<file path="src/rtl/inst_fetch_ctrl.sv">
// Instruction fetch controller: one outstanding read, returned word held for decode until accepted.
// Best case addr_ok(t) -> data_ok(t+1) -> out_valid(t+2); out_ready low holds the word, flush drops it.
module inst_fetch_ctrl #(
   parameter logic [31:0] RESET_PC = 32'h1c000000
) (
   input  logic        clk,
   input  logic        resetn,
   input  logic        flush,
   input  logic [31:0] flush_pc,
   input  logic        out_ready,
   output logic        out_valid,
   output logic [31:0] out_pc,
   output logic [31:0] out_inst,
   output logic        inst_sram_req,
   output logic        inst_sram_wr,
   output logic [1:0]  inst_sram_size,
   output logic [31:0] inst_sram_addr,
   output logic [3:0]  inst_sram_wstrb,
   output logic [31:0] inst_sram_wdata,
   input  logic        inst_sram_addr_ok,
   input  logic        inst_sram_data_ok,
   input  logic [31:0] inst_sram_rdata
);

   typedef enum logic [1:0] {IDLE, REQ, WAIT, HOLD} state_t;

   state_t      state, state_n;
   logic [31:0] pc, pc_n;
   logic [31:0] req_addr, req_addr_n;
   logic [31:0] inst_buf, inst_buf_n;
   logic        discard, discard_n;

   assign inst_sram_req   = (state == REQ);
   assign inst_sram_addr  = req_addr;
   assign inst_sram_wr    = 1'b0;
   assign inst_sram_size  = 2'b10;
   assign inst_sram_wstrb = 4'b0000;
   assign inst_sram_wdata = 32'h0;

   assign out_valid = (state == HOLD) && !flush;
   assign out_pc    = req_addr;
   assign out_inst  = inst_buf;

   always_ff @(posedge clk or negedge resetn) begin
      if (!resetn) begin
         state    <= IDLE;
         pc       <= RESET_PC;
         req_addr <= RESET_PC;
         inst_buf <= 32'h0;
         discard  <= 1'b0;
      end else begin
         state    <= state_n;
         pc       <= pc_n;
         req_addr <= req_addr_n;
         inst_buf <= inst_buf_n;
         discard  <= discard_n;
      end
   end

   always_comb begin
      state_n    = state;
      pc_n       = pc;
      req_addr_n = req_addr;
      inst_buf_n = inst_buf;
      discard_n  = discard;
      case (state)
         IDLE: begin
            state_n = REQ;
            if (flush) begin
               pc_n       = flush_pc;
               req_addr_n = flush_pc;
            end else begin
               req_addr_n = pc;
            end
         end
         REQ: begin
            // The issued address stays on the bus; a redirect only marks its response stale.
            if (flush) begin
               pc_n      = flush_pc;
               discard_n = 1'b1;
            end
            if (inst_sram_addr_ok) state_n = WAIT;
         end
         WAIT: begin
            if (inst_sram_data_ok) begin
               if (discard || flush) begin
                  discard_n  = 1'b0;
                  pc_n       = flush ? flush_pc : pc;
                  req_addr_n = flush ? flush_pc : pc;
                  state_n    = REQ;
               end else begin
                  inst_buf_n = inst_sram_rdata;
                  state_n    = HOLD;
               end
            end else if (flush) begin
               pc_n      = flush_pc;
               discard_n = 1'b1;
            end
         end
         HOLD: begin
            if (flush) begin
               pc_n       = flush_pc;
               req_addr_n = flush_pc;
               state_n    = REQ;
            end else if (out_ready) begin
               pc_n       = req_addr + 32'd4;
               req_addr_n = req_addr + 32'd4;
               state_n    = REQ;
            end
         end
         default: state_n = IDLE;
      endcase
   end

endmodule

</file>
<file path="config.mk">
export PLATFORM = sky130hd
export DESIGN_NAME = inst_fetch_ctrl
export DESIGN_NICKNAME = d
export VERILOG_FILES = /design/src/rtl/inst_fetch_ctrl.sv
export SDC_FILE = /design/constraint.sdc
export NUM_CORES = 1
export LEC_CHECK = 0
export ABC_AREA = 1
export CAP_MARGIN = 20
export CORE_MARGIN = 8
export CORE_UTILIZATION = 46
export DETAILED_ROUTE_END_ITERATION = 10
export HOLD_SLACK_MARGIN = 0.1
export PLACE_DENSITY = 0.82
export SLEW_MARGIN = 40
export SYNTH_ARGS = -nofsm -noshare
export SYNTH_HDL_FRONTEND = slang
export SYNTH_SLANG_ARGS = --single-unit
</file>
<file path="constraint.sdc">
create_clock -name clk -period 2.25 [get_ports clk]
set_input_delay 0.45 -clock clk [delete_from_list [all_inputs] [get_ports clk]]
set_output_delay 0.45 -clock clk [all_outputs]
set_load 0.01 [all_outputs]
</file>
* Yosys cells after proc, flatten, opt, wreduce, memory -nomap -nowiden *
Index checks and enable logic that the tools add are counted.

operators by class
  reduce and logical (&&, ||, !) cells = 12
  bitwise gates (word level) = 1
  eq/ne operators = 8
  add/sub/neg operators = 1
  muxes and demuxes = 18

operators with widths
  kind                                                                      count
  32-bit 2-to-1 mux                                                         6
  32-bit case mux with 3 select lines                                       2
  32-bit by 3-bit adder with 32-bit output (second input constant)          1
  2-bit 2-to-1 mux                                                          5
  2-bit case mux with 4 select lines                                        1
  3-bit inequality test (second input constant)                             2
  3-bit AND reduction                                                       2
  2-bit == test (second input constant)                                     2
  2-bit inequality test (second input constant)                             2
  2-bit AND reduction                                                       2
  4-bit AND reduction                                                       1
  1-bit 2-to-1 mux                                                          3
  3-bit nonzero test                                                        1
  2-bit by 1-bit == test with 1-bit output (second input constant)          1
  2-bit zero test                                                           1
  2-bit by 1-bit inequality test with 1-bit output (second input constant)  1
  1-bit case mux with 2 select lines                                        1
  2-bit nonzero test                                                        1
  2-bit OR reduction                                                        1
  1-bit logical AND                                                         1
  1-bit zero test                                                           1
  1-bit logical OR                                                          1
  1-bit NOT                                                                 1

word-level totals
  register bits = 99
  input bits = 70
  output and inout port bits = 137

* Longest topological paths before layout *
Gate-level depths: netlist (run 1).

  depth in word-level cells = 4
  gate-level depth with buffers = 12
  depth with buffers taken out = 12

* Worst setup path before layout (run 1) *
No wires, ideal clock.

  path type = register to register
  start = reg state[0]
  end = reg req_addr[16], in the netlist inst_sram_addr[16]
  library setup time = 0.132 ns
  stages on the path, launching flop included = 12
  required time = 2.118 ns
  clock period less this slack = 1.584 ns
  buffers on the path = 2
  data arrival time = 1.452 ns
  setup slack = 0.666 ns
  cell sequence = dfrtp_1 inv_1 ha_1 inv_1 nor2_1 a21oi_2 inv_2 nor2_4 buf_6 buf_8 nor2_1 a31oi_2

between the ends
  cells in the longest elaborated chain, start to end = 3

RTL lines
  what                                                           line  source
  start, declared                                                27    state_t state, state_n;
  start signal, assigned                                         52    state <= state_n;
  2-bit == test or 2-bit zero test (tied branches)               66    case (state)
  3-bit inequality test (no line), or another cell as far along  --
  4-bit AND reduction (no line)                                  --
  end signal, assigned                                           54    req_addr <= req_addr_n;
  end, declared                                                  29    logic [31:0] req_addr, req_addr_n;

Parallel ways exist; a longest one is shown, timed or not.
A chain may end at the register's enable or synchronous reset.

* Final worst setup path (run 1) *
  start = reg state[1]
  end = out inst_sram_req

between the ends
  cells in the longest elaborated chain, start to end = 1

RTL lines
  what                                      line  source
  2-bit by 1-bit == test with 1-bit output  33    assign inst_sram_req = (state == REQ);
  end, declared                             14    output logic inst_sram_req,

Every way passes these cells.

==> summary.md, run 1 <==
| Metric | Value |
|---|---|
| Leak Pwr | `3.510 nW` |
| Initial antenna violation count | `0` |
| Remaining DRCs | `0` |
| YS warnings | `0` |
| Required time worst endpoint | `1.80 ns` |
| Worst Max-Slew Pin Slew | `0.7911 ns` |
| Critical path class | `reg -> out` |
| Syn Area/Cell | `8.016 µm²` |
| Starting DRT DRC Count | `325` |
| Critical-path maximum fanout | `5` |
| Synth cell types | `35` |
| Most used DFF post-synth | `dfrtp_1` |
| Root Driver | `clkbuf_16` |
| Met1 Usage GRT | `22.64%` |
| Peak supply drop | `0.0005863 V` |
| Initial Util | `46.62%` |
| Fin crit period | `2.121 ns` |
| CTS tree | `built` |
| RD Place Congestion | `0.9240` |
| Gate count of the mapped netlist | `725` |
| I/O Buffers | `167` |
| Synth top area share | `40.04%` |
| CP cell instances | `inv_1 -> ha_2 -> clkdlybuf4s50_1` |
| Hold Vio Cnt, Final | `0` |
| Status | `complete, no violations` |
| Area contributors post-synth | `dfrtp_1 (40%), nand2_1 (16%), buf_4 (9.4%), mux2_2 (6.2%), nor2_1 (4.0%)` |
| Final setup vio count | `0` |
| GRT busiest layer | `met2` |
| Hold_ws | `0.4691 ns` |
| Synth async-reset ratio | `100.0%` |
| Num ports | `207` |
| Via count | `5140` |
| Grt total ovfl | `0` |
| Via density | `4.952` |
| # Post-CTS Setup Buffers | `0` |
| Pwr per Cell Area | `1221 nW/µm²` |
| DRT Pass-1 Iters | `5` |
| Reg clk slew, reported paths | `0.07 ns` |
| H-tree levels | `3` |
| # nets final | `935` |
| Design Area, Final | `7609 µm²` |
| Final Max Tran Viols | `0` |
| Post-synth EDFFs | `0` |
| Post-synth top cells | `nand2_1 (252), dfrtp_1 (93), buf_4 (73)` |
| Wirelength, routed | `16.32 mm` |
| Seq/Total Area, Yosys | `42.76%` |
| Placed Area | `7293 µm²` |
| Layout cells sized above 1 | `10.51%` |
| Mapped Area | `5812 µm²` |
| Synth area leader | `dfrtp_1` |
| CP max stage cell | `clkdlybuf4s50_1` |
| RSZ-0062 raised after global routing | `false` |
| WL/cell | `15.73 µm` |
| Fmax | `471.4 MHz` |
| Critical Path AT | `1.67 ns` |
| Hold WC Path Type | `reg -> reg` |
| DP HPWL | `12.31 mm` |
| Startpoint types | `flop` |
| Yosys reg bits | `99` |
| Cell Rows | `41` |
| # diodes | `0` |
| GRT Total Usage | `20.07%` |
| Slew headroom | `47.18%` |
| Max-cap violation count | `0` |
| Clock Tree Buf Depth | `2` |
| First-pass GRT wire length | `26.20 mm` |
| Full die area | `16490 µm²` |
| Fin crit share | `94.29%` |
| Cts bufs inserted | `9` |
| Vias in the first global route | `5196` |
| CP endpoint kind | `primary output` |
| Final Skew | `0.006942 ns` |
| Top-count cell post-synth | `nand2_1` |
| Clk sinks | `99` |
| Core area | `12470 µm²` |
| Die Ht | `128.4 µm` |
| Syn-to-layout area delta | `30.92%` |
| Max stage delay on crit path | `0.58 ns` |
| Skew-Pair Late Insertion Delay | `0.35 ns` |
| GR Util met2 | `33.64%` |
| Die Width | `128.4 µm` |
| Pin count of the biggest net entering global routing | `47` |
| Antenna Violating Nets Remaining | `0` |
| Met3 GRT Util | `8.316%` |
## through the flow
step / cells / setup slack [ns] / power (W) / TNS [ns] / util (%)
floorplan: 762 / 0.6657 / 0.005810 / 0 / -
global placement: 1021 / 0.02955 / 0.007583 / 0 / 58.51
detailed placement: 1021 / -0.06412 / 0.007710 / -0.3381 / 58.51
CTS: 1038 / 0.06234 / 0.009355 / 0 / 61.02
global route: 1038 / 0.04075 / 0.009928 / 0 / 61.04
finish: 1038 / 0.1286 / 0.009288 / 0 / 61.04
## layer usage
layer	share of wire [%]	routed length, µm	vias up
met2	47	7656	227
met1	40	6510	2401
met4	1.9	302	0
met5	0	0	-
met3	11	1854	25
li1	-	-	2487
## power by group
group / internal, W / switching [W] / total [W] / leakage, nW
registers: 0.00253 / 0.000800 / 0.00333 / 1.22
clock network: 0.000900 / 0.000703 / 0.00160 / 0.150
logic: 0.00223 / 0.00212 / 0.00435 / 2.14
total: 0.00566 / 0.00363 / 0.00929 / 3.51
## cells by family (layout without fill, tap and decap cells)
group / Yosys count / after routing / synth area share (%)
muxes: 32 / 32 / 6.200
DFF: 99 / 99 / 42.76
and+or+nand+nor: 356 / 356 / 24.89
AOI/OAI and AO/OA: 80 / 80 / 9.300
xor gates and xnor gates: 4 / 4 / 0.6027
adders and majority gates: 4 / 4 / 0.8612
other: 2 / 39 / 0.1292
buffers and inverters: 148 / 252 / 15.26
## worst paths after layout
path	startpoint	endpoint	slack, ns	cells past startpoint
setup reg to reg	state[1]	pc[12]	0.23	9
min in group asynchronous	resetn	out_inst[20]	0.58	2
hold / removal	pc[27]	pc[27]	0.47	2
max in group asynchronous	resetn	pc[26]	0.95	3
hold reg to reg	pc[27]	pc[27]	0.47	2
setup / recovery	state[1]	inst_sram_req	0.13	3
## cell type report
cell class	count	area, µm²
clock buffer	11	242.7
timing repair buffer	182	1821
multi-input combinational	515	2581
fill	1107	4857
clock inverter	5	61.31
tap	172	215.2
sequential	99	2485
inverter	54	202.7
## cell usage in the layout (no fill, tap or decap), drive strengths merged, types with 2 or more instances in the layout
cell / instances
conb: 39
buf: 15
a22oi: 25
xor2: 4
mux2: 32
o21bai: 2
dfrtp: 93
o221ai: 4
o211ai: 3
nand3: 27
a21oi: 5
nand2: 255
clkdlybuf4s50: 165
nor2: 72
nor3: 2
dfstp: 6
inv: 55
a31oi: 16
clkinv: 3
clkbuf: 11
ha: 4
o21ai: 24
## sequential cells by signal, indices dropped and copies added, names as in the netlist
| register | count |
|---|---|
| out_inst | 32 |
| discard | 1 |
| pc | 32 |
| inst_sram_addr | 32 |
| state | 2 |
## worst max-delay path, delay by kind of cell (launching register included)
kind,cells,cell delay (ns)
flip-flops,1,0.42
buffers and inverters,2,0.66
adder cells (fa/ha/maj),1,0.24
## repair_timing
item                                    CTS  global route
endpoints found under the setup margin    1             1
resized for setup                         1             1
pin swaps                                 0             0
hold buffers                              1             0
hold endpoints to repair                 25             0
(Power assumes the default switching activity.)
==> run 2, diff against run 1 <==
--- a/config.mk
+++ b/config.mk
@@ -7,8 +7,8 @@
 export LEC_CHECK = 0
 export ABC_AREA = 1
 export CAP_MARGIN = 20
-export CORE_MARGIN = 8
 export CORE_UTILIZATION = 46
+export CTS_CLUSTER_DIAMETER = 150
 export DETAILED_ROUTE_END_ITERATION = 10
 export HOLD_SLACK_MARGIN = 0.1
 export PLACE_DENSITY = 0.82
@@ -16,3 +16,4 @@
 export SYNTH_ARGS = -nofsm -noshare
 export SYNTH_HDL_FRONTEND = slang
 export SYNTH_SLANG_ARGS = --single-unit
+export TNS_END_PERCENT = 100
==> run 2 against run 1 <==
Worst hold slack got worse by 0.044 ns. Flip-flop and latch count unchanged. Register-to-register slack improved by 0.20 ns. Clock skew about the same. First-iteration DRC count increased by 11%. Non-clock buffer count decreased by 3. Largest cell class unchanged. Highest routed layer unchanged.
==> summary.md, run 2 (synthesis results as in run 1) <==
| Metric | Value |
|---|---|
| Critical Path AT | `1.69 ns (was 1.67 ns)` |
| Hold_ws | `0.4255 ns (was 0.4691 ns)` |
| WL/cell | `14.27 µm (was 15.73 µm)` |
| Root Driver | `clkbuf_16 (unchanged)` |
| Fmax | `466.8 MHz (was 471.4 MHz)` |
| # nets final | `932 (was 935)` |
| Final Util | `62.59% (was 61.04%)` |
| Place WS | `0.1060 ns (was -0.06412 ns)` |
| Critical path depth in cells | `3 (unchanged)` |
| Fin crit share | `95.21% (was 94.29%)` |
| GRT Total Usage | `23.51% (was 20.07%)` |
| Worst reg-to-reg setup slack | `0.43 ns (was 0.23 ns)` |
| Worst Path Buf+Inv | `2 (unchanged)` |
| # diodes | `0 (unchanged)` |
| Startpoint types | `flop (unchanged)` |
| Final Max Tran Viols | `0 (unchanged)` |
| Final TNS setup | `0 ns (unchanged)` |
| Final Power | `0.009281 W (was 0.009288 W)` |
| Hold Vio Cnt, Final | `0 (unchanged)` |
| Top delay family on crit path | `buffers and inverters (unchanged)` |
| Reg clk slew, reported paths | `0.06 ns (was 0.07 ns)` |
| CTS tree | `built (unchanged)` |
| Syn-to-layout area delta | `30.98% (was 30.92%)` |
| Vias in the first global route | `5013 (was 5196)` |
| CP endpoint kind | `primary output (unchanged)` |
| Max stage delay on crit path | `0.60 ns (was 0.58 ns)` |
| Starting DRT DRC Count | `361 (was 325)` |
| CP cell instances | `inv_1 -> ha_1 -> clkdlybuf4s50_1 (was inv_1 -> ha_2 -> clkdlybuf4s50_1)` |
| Fin crit period | `2.142 ns (was 2.121 ns)` |
| Skew-Pair Late Insertion Delay | `0.35 ns (about the same)` |
| Via density | `4.997 (was 4.952)` |
| Peak supply drop | `0.0005715 V (was 0.0005863 V)` |
| Pwr per Cell Area | `1219 nW/µm² (was 1221 nW/µm²)` |
| Leak Pwr | `3.526 nW (was 3.510 nW)` |
| Critical-path maximum fanout | `5 (unchanged)` |
| Max-cap violation count | `0 (unchanged)` |
| Most frequent cells in the layout | `nand2_1 (252), clkdlybuf4s50_1 (165), dfrtp_1 (93), nor2_1 (62), inv_1 (50) (unchanged)` |
| Pin count of the biggest net entering global routing | `98 (was 47)` |
| Slew headroom | `64.47% (was 47.18%)` |
| DP HPWL | `10.69 mm (was 12.31 mm)` |
| Cell Rows | `40 (was 41)` |
| RD Place Congestion | `0.9047 (was 0.9240)` |
| Final worst setup slack | `0.1077 ns (was 0.1286 ns)` |
| Die Ht | `114.4 µm (was 128.4 µm)` |
| Core area | `12160 µm² (was 12470 µm²)` |
| Antenna Violating Nets Remaining | `0 (unchanged)` |
| Full die area | `13090 µm² (was 16490 µm²)` |
| Initial Util | `47.79% (was 46.62%)` |
| Wirelength, routed | `14.72 mm (was 16.32 mm)` |
| Die Width | `114.4 µm (was 128.4 µm)` |
| Num ports | `207 (unchanged)` |
| Via count | `5152 (was 5140)` |
| Clock Tree Buf Depth | `2 (unchanged)` |
| Final setup vio count | `0 (unchanged)` |
| Clk sinks | `99 (unchanged)` |
| CP max stage cell | `clkdlybuf4s50_1 (unchanged)` |
| Register-to-Register Path Depth | `12 (was 9)` |
| Status | `complete, no violations (unchanged)` |
| Initial antenna violation count | `0 (unchanged)` |
| Grt total ovfl | `0 (unchanged)` |
| DRT Pass-1 Iters | `5 (unchanged)` |
| Final Skew | `0.007278 ns (was 0.006942 ns)` |
| Layout cells sized above 1 | `10.08% (was 10.51%)` |
| Commonest non-fill, non-tap cell in the layout | `nand2_1 (unchanged)` |
| H-tree levels | `3 (unchanged)` |
| Required time worst endpoint | `1.80 ns (about the same)` |
| Hold WC Path Type | `in -> async (was reg -> reg)` |
| Cts bufs inserted | `9 (unchanged)` |
| Remaining DRCs | `0 (unchanged)` |
| I/O Buffers | `167 (unchanged)` |
| Worst Max-Slew Pin Slew | `0.5330 ns (was 0.7911 ns)` |
| Critical path class | `reg -> out (unchanged)` |
| First-pass GRT wire length | `23.94 mm (was 26.20 mm)` |
| RSZ-0062 raised after global routing | `false (unchanged)` |
[run 2: stage by stage]
step / area [µm²] / instances
2_1_floorplan: 5951 / 762
3_3_place_gp: 7291 / 1014
3_5_place_dp: 7291 / 1014
4_1_cts: 7610 / 1031
5_1_grt: 7612 / 1031
6_report: 7612 / 1031
[run 2: worst paths after layout]
kind | from | to
setup / recovery | state[1] | inst_sram_req
hold / removal | resetn | out_inst[23]
setup reg to reg | inst_sram_addr[2] | pc[30]
hold reg to reg | pc[28] | pc[28]
max in group asynchronous | resetn | pc[27]
min in group clk | pc[28] | pc[28]
[run 2: routing by layer]
layer | up-vias | GRT usage (%) | part of all wire (%)
li1 | 2481 | - | -
met1 | 2400 | 28.10 | 40
met2 | 249 | 39.56 | 49
met3 | 22 | 7.200 | 9.2
met4 | 0 | 9.351 | 1.7
met5 | - | 0 | 0
[run 2: area by class of cell]
type	count	area (µm²)
clock buffers	10	229.0
clock inverters	6	80.08
fillers	1068	4549
inverters	54	202.7
multi-input cells	515	2579
flip-flops and latches	99	2485
well taps	168	210.2
repair buffers	179	1827
[run 2: worst reg2reg max path, delay by kind of cell, from the launching register on]
family | cells | cell delay (ns)
buffers and inverters | 1 | 0.08
DFF | 1 | 0.46
adders and majority gates | 1 | 0.20
and+or+nand+nor | 10 | 0.96
[run 2: where the power goes]
group / switching [W] / internal [W] / total (W)
sequential: 0.000796 / 0.00253 / 0.00333
combinational: 0.00207 / 0.00224 / 0.00431
clock: 0.000674 / 0.000967 / 0.00164
[run 2: timing repair]
action,in CTS,in global routing
setup endpoints to repair,0,1
gates resized for setup,0,1
endpoints found under the hold margin,2,0
buffers inserted,0,0
hold buffers,1,0
